`src/rtl/prog_seq_pkg.sv`:
```
// Shared types for the program sequencer: FSM state encoding and the
// width of the program-select field.
package prog_seq_pkg;

   typedef enum logic [2:0] {
      S_IDLE,
      S_INIT,
      S_RUN,
      S_DONE,
      S_FINISH
   } state_e;

   localparam int PROG_SEL_W = 2;

endpackage

```
`src/rtl/sat_counter.sv`:
```
// Up-counter with synchronous clear and enable that sticks at all-ones
// instead of wrapping.
module sat_counter #(
   parameter int CNT_W = 16
) (
   input  logic             clk_i,
   input  logic             rst_ni,
   input  logic             clr_i,
   input  logic             en_i,
   output logic [CNT_W-1:0] count_o
);

   logic [CNT_W-1:0] count_q, count_d;

   always_comb begin
      count_d = count_q;
      if (clr_i) begin
         count_d = '0;
      end else if (en_i && (count_q != '1)) begin
         count_d = count_q + CNT_W'(1);
      end
   end

   always_ff @(posedge clk_i or negedge rst_ni) begin
      if (!rst_ni) begin
         count_q <= '0;
      end else begin
         count_q <= count_d;
      end
   end

   assign count_o = count_q;

endmodule

```
`src/rtl/prog_sequencer.sv`:
```
// Supervisor that launches NUM_PROGS programs on the core back to back,
// holding init, waiting for halt, and recording each program's run length.
module prog_sequencer
   import prog_seq_pkg::*;
#(
   parameter int NUM_PROGS   = 3,
   parameter int INIT_CYCLES = 1,
   parameter int CNT_W       = 16,
   parameter int MAX_CYCLES  = 50000
) (
   input  logic                  CLK,
   input  logic                  RSTn,
   input  logic                  start,
   input  logic                  halt,
   output logic                  init,
   output logic [PROG_SEL_W-1:0] prog_sel,
   output logic                  busy,
   output logic                  prog_done,
   output logic [CNT_W-1:0]      cycle_count,
   output logic                  timeout,
   output logic                  all_done
);

   localparam int                    INIT_W    = (INIT_CYCLES > 1) ? $clog2(INIT_CYCLES) : 1;
   localparam logic [INIT_W-1:0]     INIT_LOAD = INIT_W'(INIT_CYCLES - 1);
   localparam logic [PROG_SEL_W-1:0] LAST_SEL  = PROG_SEL_W'(NUM_PROGS - 1);

   state_e                  state_q, state_d;
   logic [INIT_W-1:0]       init_cnt_q, init_cnt_d;
   logic [PROG_SEL_W-1:0]   prog_sel_q, prog_sel_d;
   logic                    timeout_q, timeout_d;
   logic                    all_done_q, all_done_d;
   logic [CNT_W-1:0]        cycle_count_q, cycle_count_d;
   logic                    init_q, busy_q, prog_done_q;
   logic [CNT_W-1:0]        run_cnt;
   logic                    run_clr, run_en, limit_hit;

   // The counter is held clear throughout INIT so RUN always starts at zero.
   sat_counter #(.CNT_W(CNT_W)) u_run_cnt (
      .clk_i   (CLK),
      .rst_ni  (RSTn),
      .clr_i   (run_clr),
      .en_i    (run_en),
      .count_o (run_cnt)
   );

   // True on the RUN cycle whose increment would bring the count to MAX_CYCLES.
   assign limit_hit = (32'(run_cnt) >= 32'(MAX_CYCLES - 1));

   always_comb begin
      state_d       = state_q;
      init_cnt_d    = init_cnt_q;
      prog_sel_d    = prog_sel_q;
      timeout_d     = timeout_q;
      all_done_d    = all_done_q;
      cycle_count_d = cycle_count_q;
      run_clr       = 1'b0;
      run_en        = 1'b0;
      case (state_q)
         S_IDLE, S_FINISH: begin
            if (start) begin
               state_d       = S_INIT;
               init_cnt_d    = INIT_LOAD;
               prog_sel_d    = '0;
               timeout_d     = 1'b0;
               all_done_d    = 1'b0;
               cycle_count_d = '0;
            end
         end
         S_INIT: begin
            run_clr = 1'b1;
            if (init_cnt_q == '0) begin
               state_d = S_RUN;
            end else begin
               init_cnt_d = init_cnt_q - INIT_W'(1);
            end
         end
         S_RUN: begin
            if (halt) begin
               state_d = S_DONE;
            end else begin
               run_en = 1'b1;
               if (limit_hit) begin
                  state_d   = S_DONE;
                  timeout_d = 1'b1;
               end
            end
         end
         S_DONE: begin
            cycle_count_d = run_cnt;
            if (prog_sel_q == LAST_SEL) begin
               state_d    = S_FINISH;
               all_done_d = 1'b1;
            end else begin
               state_d    = S_INIT;
               init_cnt_d = INIT_LOAD;
               prog_sel_d = prog_sel_q + PROG_SEL_W'(1);
            end
         end
         default: state_d = S_IDLE;
      endcase
   end

   // Status outputs are registered from the next state so they line up with it.
   always_ff @(posedge CLK or negedge RSTn) begin
      if (!RSTn) begin
         state_q       <= S_IDLE;
         init_cnt_q    <= '0;
         prog_sel_q    <= '0;
         timeout_q     <= 1'b0;
         all_done_q    <= 1'b0;
         cycle_count_q <= '0;
         init_q        <= 1'b0;
         busy_q        <= 1'b0;
         prog_done_q   <= 1'b0;
      end else begin
         state_q       <= state_d;
         init_cnt_q    <= init_cnt_d;
         prog_sel_q    <= prog_sel_d;
         timeout_q     <= timeout_d;
         all_done_q    <= all_done_d;
         cycle_count_q <= cycle_count_d;
         init_q        <= (state_d == S_INIT);
         busy_q        <= (state_d == S_INIT) || (state_d == S_RUN);
         prog_done_q   <= (state_d == S_DONE);
      end
   end

   assign init        = init_q;
   assign prog_sel    = prog_sel_q;
   assign busy        = busy_q;
   assign prog_done   = prog_done_q;
   assign cycle_count = cycle_count_q;
   assign timeout     = timeout_q;
   assign all_done    = all_done_q;

endmodule

```
`config.mk`:
```
export PLATFORM = sky130hd
export DESIGN_NAME = prog_sequencer
export DESIGN_NICKNAME = d
export VERILOG_FILES = /design/src/rtl/prog_seq_pkg.sv /design/src/rtl/sat_counter.sv /design/src/rtl/prog_sequencer.sv
export SDC_FILE = /design/constraint.sdc
export NUM_CORES = 1
export LEC_CHECK = 0
export ABC_AREA = 1
export CORE_AREA = 2 2 102 65
export CTS_CLUSTER_DIAMETER = 50
export DETAILED_ROUTE_END_ITERATION = 10
export DIE_AREA = 0 0 104 67
export GPL_ROUTABILITY_DRIVEN = 0
export SLEW_MARGIN = 20
export SYNTH_ARGS = -nofsm -noshare
export SYNTH_HDL_FRONTEND = slang
export SYNTH_SLANG_ARGS = --single-unit
```
`constraint.sdc`:
```
create_clock -name CLK -period 2.2 [get_ports CLK]
set_input_delay 0.22 -clock CLK [delete_from_list [all_inputs] [get_ports CLK]]
set_output_delay 0.22 -clock CLK [all_outputs]
set_load 0.01 [all_outputs]
```
Yosys cells after proc, flatten, opt, wreduce, memory -nomap -nowiden
Cells that the tools add are included.
{ "word_totals": {"reg_bits": 43, "inputBits": 4, "out_inout_bits": 23, "word_cells": 66} }
{ "op_classes": {"n_addsub": 3, "order_cmp": 1, "eq_ne": 14, "n_mux": 25, "reduce_logical": 13} }
{ "ops": {"columns": ["op", "count"], "rows": [
  ["16-bit 2-to-1 mux", 3],
  ["16-bit case mux with 2 select lines", 1],
  ["16-bit by 1-bit adder with 16-bit output, second input constant", 1],
  ["16-bit >= comparator, second input constant", 1],
  ["16-bit != test, second input constant", 1],
  ["3-bit 2-to-1 mux", 5],
  ["3-bit by 2-bit == test with 1-bit output, second input constant", 4],
  ["3-bit case mux with 4 select lines", 1],
  ["2-bit != test, second input constant", 5],
  ["1-bit 2-to-1 mux", 9],
  ["3-bit AND reduction", 3],
  ["3-bit by 1-bit == test with 1-bit output, second input constant", 2],
  ["2-bit nonzero test", 3],
  ["2-bit 2-to-1 mux", 2],
  ["1-bit case mux with 2 select lines", 2],
  ["2-bit case mux with 2 select lines", 1],
  ["4-bit AND reduction", 1],
  ["3-bit == test, second input constant", 1],
  ["3-bit logical NOT", 1],
  ["1-bit case mux with 3 select lines", 1],
  ["3-bit nonzero test", 1],
  ["2-bit by 1-bit adder with 2-bit output, second input constant", 1],
  ["2-bit == test, second input constant", 1],
  ["2-bit AND reduction", 1],
  ["other kinds (4)", 4]
]} }

Longest topological paths before layout
Gate-level depths: netlist (run 1).
{ "depth": {"word_depth": 6, "ltp_mapped": 10, "depth_no_buf": 10} }

Modules after synthesis
From an unflattened synthesis (run 1), not the netlist that was laid out.
{ "hier_totals": {"hier_cells": 281, "area_unflattened_um2": 2170.8} }
{ "modules_own_cells": {"columns": ["module", "instances", "cells_each", "area_each_um2", "seq_area_each_um2"], "rows": [
  ["prog_sequencer", 1, 137, 1133.6, 650.6],
  ["sat_counter", 1, 144, 1037.2, 400.4]
]} }

Worst setup path before layout (run 1)
OpenSTA, ideal clock, no wires.
{ "synth_path": {"path_kind": "register to register", "start": "register u_run_cnt.count_q[0], in the netlist u_run_cnt.count_o[0]", "end": "register u_run_cnt.count_q[0], in the netlist u_run_cnt.count_o[0]", "setup_ps": 118, "t_arrival_ps": 1434, "t_required_ps": 2082, "slack_ps": 648, "stages_incl_launch_ff": 11, "path_buffers": 1, "period_less_slack_ps": 1552, "path_cell_list": "dfrtp_1 -> ha_1 -> nand3_2 -> inv_2 -> nand2_2 -> nor2_4 -> nor2_4 -> nor2_8 -> buf_8 -> nor2_2 -> nor2_2"} }
{ "synth_via": {"elab_chain_cells": 3, "elab_cells_between_ends": 6, "cone_classes": "add/sub (1); eq/ne (1); mux (2); reduce/logical (2)"} }
{ "synth_lines": {"columns": ["element", "line", "rtl"], "rows": [
  ["from (decl)", "sat_counter.sv:13", "logic [CNT_W-1:0] count_q, count_d;"],
  ["from (signal assigned)", "sat_counter.sv:28", "count_q <= count_d;"],
  ["16-bit by 1-bit adder with 16-bit output / 16-bit != test (equally long branches)", "sat_counter.sv:20, sat_counter.sv:19", null],
  ["16-bit 2-to-1 mux / 1-bit logical AND (equally long branches)", "sat_counter.sv:19", "end else if (en_i && (count_q != '1)) begin"],
  ["16-bit 2-to-1 mux / 2-bit nonzero test (equally long branches)", null, null]
]} }
Several ways; a longest one is shown, not always the timed one. The select of a mux whose other input is x is not followed.
A chain may end at the register's enable or synchronous reset.

Final worst setup path (run 1)
{ "layout_path": {"start": "register u_run_cnt.count_q[1], in the netlist u_run_cnt.count_o[1]", "end": "register u_run_cnt.count_q[15], in the netlist u_run_cnt.count_o[15]"} }
The elaborated chain is that of the path after synthesis.

==> results of run 1 <==
-- layout make-up --
cell class / count / area (um^2)
fill: 617 / 3284
clock buffer: 5 / 68.82
clock inverter: 3 / 25.02
inverter: 34 / 127.6
multi-input combinational: 197 / 988.4
sequential: 42 / 1051
tap: 84 / 105.1
timing repair buffer: 31 / 295.3
-- layer usage --
layer	GRT usage [%]	part of all wire, %
met1	27.11	57
met2	19.00	34
met3	5.186	8.9
met4	3.041	0.45
met5	0	0
-- metrics by stage --
step	std cells	worst slack, ns	power, mW	hold WS (ns)
2_1_floorplan	280	0.6485	1.630	-0.07559
6_report	396	0.3433	2.381	0.3372
4_1_cts	396	0.3646	2.406	0.3498
5_1_grt	396	0.1829	2.570	0.3680
3_5_place_dp	387	0.3810	1.885	0.1327
3_3_place_gp	387	0.4613	1.878	0.1345
-- sequential cells by signal, indices dropped and copies added, names as in the netlist, 2 cells and up --
signal,flops
cycle_count,16
u_run_cnt.count_o,16
state_q,3
prog_sel,2
-- worst min path at each step --
| stage | to | cells after the start |
|---|---|---|
| after global placement | cycle_count[1] | 1 |
| after floorplan | all_done | 0 |
| final | prog_sel[0] | 2 |
| after CTS | cycle_count[11] | 2 |
| after detailed placement | cycle_count[2] | 1 |
| after global routing | cycle_count[15] | 2 |
-- where the power goes --
part / internal [mW] / total (mW) / switching (mW) / leakage [nW]
logic: 0.312 / 0.876 / 0.564 / 0.587
clock network: 0.229 / 0.514 / 0.285 / 0.0447
registers: 0.893 / 0.992 / 0.0990 / 0.572
-- Yosys cell counts, types with 2 or more instances --
master / count / area [um^2]
a21oi_1: 2 / 10.01
clkbuf_1: 4 / 15.01
dfrtp_1: 42 / 1051
ha_1: 2 / 25.02
inv_1: 32 / 120.1
nand2_1: 73 / 274.0
nand2_2: 2 / 12.51
nand3_1: 46 / 230.2
nand3_2: 2 / 20.02
nand4_1: 7 / 43.79
nor2_1: 19 / 71.32
nor2_2: 3 / 18.77
nor2_4: 3 / 33.78
nor3_1: 2 / 10.01
o21ai_0: 23 / 115.1
o21ai_2: 6 / 52.55
xor2_1: 2 / 17.52
-- worst max-delay path: cells and delay by family, from the launching register on --
family	cells	cell delay (ns)
and+or+nand+nor	5	0.73
DFF	1	0.43
adders and majority gates	1	0.28
AOI/OAI and AO/OA	1	0.16
buffers and inverters	1	0.12
-- logic make-up (layout without fill, tap and decap cells) --
logic type / after synthesis / after routing
buf+inv: 41 / 73
fa+ha+maj: 2 / 2
compound gates: 32 / 32
simple gates: 161 / 161
flops: 42 / 42
xor+xnor: 2 / 2
-- timing repair --
action / in CTS / in global routing
hold endpoints to repair: 13 / 0
hold buffers: 1 / 0
setup endpoints to repair: 0 / 0
==> run metrics, run 1 <==
status=finished clean; Setup CP Type=reg -> reg; post-synthesis cell area=2213 um^2; CP required=2.36 ns; total gr overflow=0; Std-Cell Rows=22; total global-route track usage=16.28%; CTS root buf=clkbuf_8; Post-CTS Resized=0; routed vias=1883; Fin Clk Skew=0.009478 ns; FF-to-FF setup slack=0.34 ns; crit-path max cell delay=0.43 ns; Max-cap violations=0; clock buffer depth=2; Hold WC Path Type=in -> async; Final setup viols=0; RSZ-0062 raised after global routing=false; DRC Markers=0; launching point of the worst reg2reg path=u_run_cnt.count_o[1]; mux contribution to synthesized area=0%; reg2reg end=u_run_cnt.count_o[15]; Die W=104 um; worst path cell trace=ha_1 -> nand3_2 -> inv_2 -> nand2_2 -> nor2_4 -> nor2_4 -> nor2_8 -> o21ai_0; Slew Viols, Final=0; io pins=27; largest net degree at the start of global routing=33; critical path arrival=2.02 ns; syn_nets=286; Sum Neg Setup Slack=0 ns; Layout Nets=317; H-tree depth=2; Vias per Instance=4.755; Reg clk slew, reported paths=0.09 ns; Gate Count Post-Synth=280; HPWL after DPL=4004 um; Synth async-reset ratio=100.0%; Inserted Diodes=0; die height=67 um; Finished Core Util=44.76%; main combinational cell family by area after synthesis=simple AND/OR/NAND/NOR gates; post-route cell area=2661 um^2; 1st-iter DRT viols=181; Worst VDD drop=324.8 uV; first-pass iteration count of the detailed router=4; Achievable Freq=0.5386 GHz; simple-gate share of the synthesized area=34.48%; layout cell share with drive strength beyond 1=10.26%; Final ANT Viol Nets=0; FF+latch count, synth=42; Post-Synth Adder-Cell Area=1.131%; Synth Flop Type=dfrtp_1; commonest non-fill, non-tap cell in the layout=nand2_1; final hold vios=0; initial core utilization=37.23%; post-synthesis sequential area ratio=47.48%; Pleak=1.204 nW; CP dominant cell by count=nor2_4; clock sink total=42; crit-path max FO=26; Worst slew margin=64.12%; CP max-delay cell=dfrtp_1; CP endpoint=u_run_cnt.count_o[15]; core area=5946 um^2; Compound-Gate Fraction of Synth Area=8.253%; Post-synth EDFFs=0; initial antenna violation count=0; Mean Syn Cell Area=7.905 um^2; later-pin clock latency in the skew report=0.30 ns; drt wl/cell=13.03 um; crit path launch=u_run_cnt.count_o[1]; die area=6968 um^2; most frequent cells in the layout=nand2_1 (73), nand3_1 (46), dfrtp_1 (42); Area growth, synth to finish=20.24%; reg2reg path depth=8; count of cell types in the netlist=27; critical path launch point type=flip-flop; drt total wl=5161 um; Tcrit/Tclk final=84.39%; TritonCTS clock tree=done; CTS buffer count=5; Syn. warnings=0; vias in the first global route=1689; port buffer count=26; post-placement cell area=2557 um^2; PwrDens=894.7 nW/um^2; global-route wire length before repair=8811 um; crit path time final=1.857 ns; # Post-CTS Setup Buffers=0; actual slew at the worst max-slew pin=0.5341 ns; XOR/XNOR share of the synthesized area=0.7914%; Crit. End Element=flip-flop
Power figures use the tool's default switching activity.
==> inputs of run 2 (changes only) <==
==> constraint.sdc (replaced) <==
create_clock -name CLK -period 1.5 [get_ports CLK]
set_input_delay 0.15 -clock CLK [delete_from_list [all_inputs] [get_ports CLK]]
set_output_delay 0.15 -clock CLK [all_outputs]
set_load 0.01 [all_outputs]
==> run 2 against run 1 <==
Effect of this change: the run now ends with negative setup slack left; count of clock-buffer cells in the layout did not move; critical path depth rose by 1; power rose by 83%; sequential power rose by 47%; die area did not move; cell count rose by 9.1%; worst hold slack improved by 0.0090 ns; largest power group is now combinational cells; highest routed layer unchanged.
==> run metrics, run 2 (same netlist as run 1, synthesis figures left out) <==
most frequent cells in the layout=nand2_1 (57), nand3_1 (45), dfrtp_1 (38) (was nand2_1 (73), nand3_1 (46), dfrtp_1 (42)); 1st-iter DRT viols=275 (was 181); critical path launch point type=flip-flop (unchanged); Area growth, synth to finish=42.00% (was 20.24%); crit path time final=1.519 ns (was 1.857 ns); DRC Markers=0 (unchanged); Fin Clk Skew=0.003037 ns (was 0.009478 ns); failing checks=negative setup slack; Tcrit/Tclk final=101.3% (was 84.39%); launching point of the worst reg2reg path=u_run_cnt.count_o[0] (was u_run_cnt.count_o[1]); Pleak=1.459 nW (was 1.204 nW); Setup CP Type=reg -> reg (unchanged); reg2reg end=u_run_cnt.count_o[3] (was u_run_cnt.count_o[15]); drt total wl=6172 um (was 5161 um); CP max-delay cell=dfrtp_1 (unchanged); total global-route track usage=17.82% (was 16.28%); initial core utilization=37.23% (unchanged); Final setup viols=11 (was 0); fillers=563 (was 617); layout cell share with drive strength beyond 1=27.87% (was 10.26%); Sum Neg Setup Slack=-0.09002 ns (was 0 ns); Crit. End Element=flip-flop (unchanged); commonest non-fill, non-tap cell in the layout=nand2_1 (unchanged); total gr overflow=0 (unchanged); initial antenna violation count=0 (unchanged); die height=67 um (unchanged); reg2reg path depth=9 (was 8); core area=5946 um^2 (unchanged); die area=6968 um^2 (unchanged); crit-path max FO=5 (was 26); multi-input logic area=1109 um^2 (was 988.4 um^2); largest net degree at the start of global routing=43 (was 33); crit-path max cell delay=0.40 ns (was 0.43 ns); port buffer count=26 (unchanged); global-route wire length before repair=9439 um (was 8811 um); CTS root buf=clkbuf_8 (unchanged); RSZ-0062 raised after global routing=true (was false); Achievable Freq=0.6583 GHz (was 0.5386 GHz); Std-Cell Rows=22 (unchanged); first-pass iteration count of the detailed router=5 (was 4); clock buffer depth=2 (unchanged); Worst slew margin=74.59% (was 64.12%); post-placement cell area=2823 um^2 (was 2557 um^2); io pins=27 (unchanged); Vias per Instance=4.988 (was 4.755); TritonCTS clock tree=done (unchanged); Layout Nets=353 (was 317); final hold vios=0 (unchanged); vias in the first global route=1862 (was 1689); Die W=104 um (unchanged); Reg clk slew, reported paths=0.08 ns (was 0.09 ns); HPWL after DPL=4206 um (was 4004 um); worst path cell trace=ha_4 -> nand3_4 -> inv_4 -> nand2_4 -> nor2_4 -> nor2_4 -> nor2_8 -> clkbuf_16 -> o21ai_1 (was ha_1 -> nand3_2 -> inv_2 -> nand2_2 -> nor2_4 -> nor2_4 -> nor2_8 -> o21ai_0); Worst VDD drop=477.8 uV (was 324.8 uV); Max-cap violations=0 (unchanged); CP required=1.69 ns (was 2.36 ns); Inserted Diodes=0 (unchanged); status=finished, violations left (was finished clean); drt wl/cell=14.29 um (was 13.03 um); Seq. cell area=1056 um^2 (was 1051 um^2); H-tree depth=2 (unchanged); CP dominant cell by count=nor2_4 (unchanged); actual slew at the worst max-slew pin=0.3798 ns (was 0.5341 ns); FF-to-FF setup slack=-0.02 ns (was 0.34 ns); hold slack=0.3462 ns (was 0.3372 ns); Slew Viols, Final=0 (unchanged); CTS buffer count=5 (unchanged); later-pin clock latency in the skew report=0.30 ns (about the same); clock sink total=42 (unchanged); PwrDens=1383 nW/um^2 (was 894.7 nW/um^2); post-route cell area=3143 um^2 (was 2661 um^2); critical path arrival=1.71 ns (was 2.02 ns); Hold WC Path Type=in -> async (unchanged); routed vias=2155 (was 1883); post-route setup slack=-0.01905 ns (was 0.3433 ns); Final ANT Viol Nets=0 (unchanged)
## run 2: cell types whose count changed in the layout (fill, tap and decap cells not counted), sizes merged
cell,delta
buf,+34
clkbuf,+2
inv,-2
clkinv,+1
clkinvlp,+1
## run 2: power breakdown
group          total (mW)  internal, mW  switching [mW]
registers            1.46          1.31           0.141
logic                2.15          1.01            1.14
clock network       0.743         0.327           0.416
## run 2: final cells by class
| type | count | area share [%] |
|---|---|---|
| flip-flops and latches | 42 | 33.60 |
| inverters | 34 | 4.260 |
| well taps | 84 | 3.344 |
| clock inverters | 3 | 0.6768 |
| clock buffers | 5 | 2.189 |
| multi-input cells | 197 | 35.27 |
| repair buffers | 67 | 20.66 |
## run 2: through the flow
stage | setup slack [ns] | utilization [%] | std cells | total power, mW
after global placement | 0.02332 | 47.47 | 413 | 3.127
after global routing | -0.1083 | 52.86 | 432 | 4.648
after floorplan | -0.008392 | - | 280 | 2.431
after CTS | -0.02422 | 49.16 | 422 | 3.907
final | -0.01905 | 52.86 | 432 | 4.346
after detailed placement | -0.04669 | 47.47 | 413 | 3.147
## run 2: how the worst max path moves through the flow
stage / start / to / slack [ns] / cells past startpoint
after global routing: u_run_cnt.count_o[0] / u_run_cnt.count_o[3] / -0.11 / 9
after CTS: u_run_cnt.count_o[1] / u_run_cnt.count_o[10] / -0.02 / 10
after detailed placement: u_run_cnt.count_o[1] / u_run_cnt.count_o[10] / -0.05 / 9
after global placement: u_run_cnt.count_o[1] / u_run_cnt.count_o[9] / 0.02 / 9
after floorplan: u_run_cnt.count_o[1] / u_run_cnt.count_o[13] / -0.008 / 10
final: u_run_cnt.count_o[0] / u_run_cnt.count_o[3] / -0.02 / 9
## run 2: repair_timing
item | CTS | global route
resized for setup | 2 | 37
endpoints found under the hold margin | 42 | 0
cloned | 0 | 3
endpoints found under the setup margin | 3 | 17
pin swaps | 0 | 9
buffers inserted | 0 | 7
hold buffers | 1 | 0
## run 2: layer usage
layer  GRT usage, %  vias to the layer above  share of wire (%)  wire length [um]
li1               -                     1042                  -                 -
met1          28.06                     1021                 51              3126
met2          23.44                       85                 40              2472
met3          4.403                        7                8.4               516
met4          4.561                        0               0.91                56
met5              0                        -                  0                 0
## run 2: critical path, delay by kind of cell, from the launching register on
family,cells,cell delay (ns)
simple gates,5,0.48
flops,1,0.40
compound gates,1,0.06
buf+inv,2,0.28
fa+ha+maj,1,0.18
==> inputs of run 3 (changes only) <==
--- a/config.mk
+++ b/config.mk
@@ -6,6 +6,7 @@
 export NUM_CORES = 1
 export LEC_CHECK = 0
 export ABC_AREA = 1
+export CAP_MARGIN = 10
 export CORE_AREA = 2 2 102 65
 export CTS_CLUSTER_DIAMETER = 50
 export DETAILED_ROUTE_END_ITERATION = 10
==> results of run 3 <==
No change in the layout: final DEF, timing and power equal those of run 2.
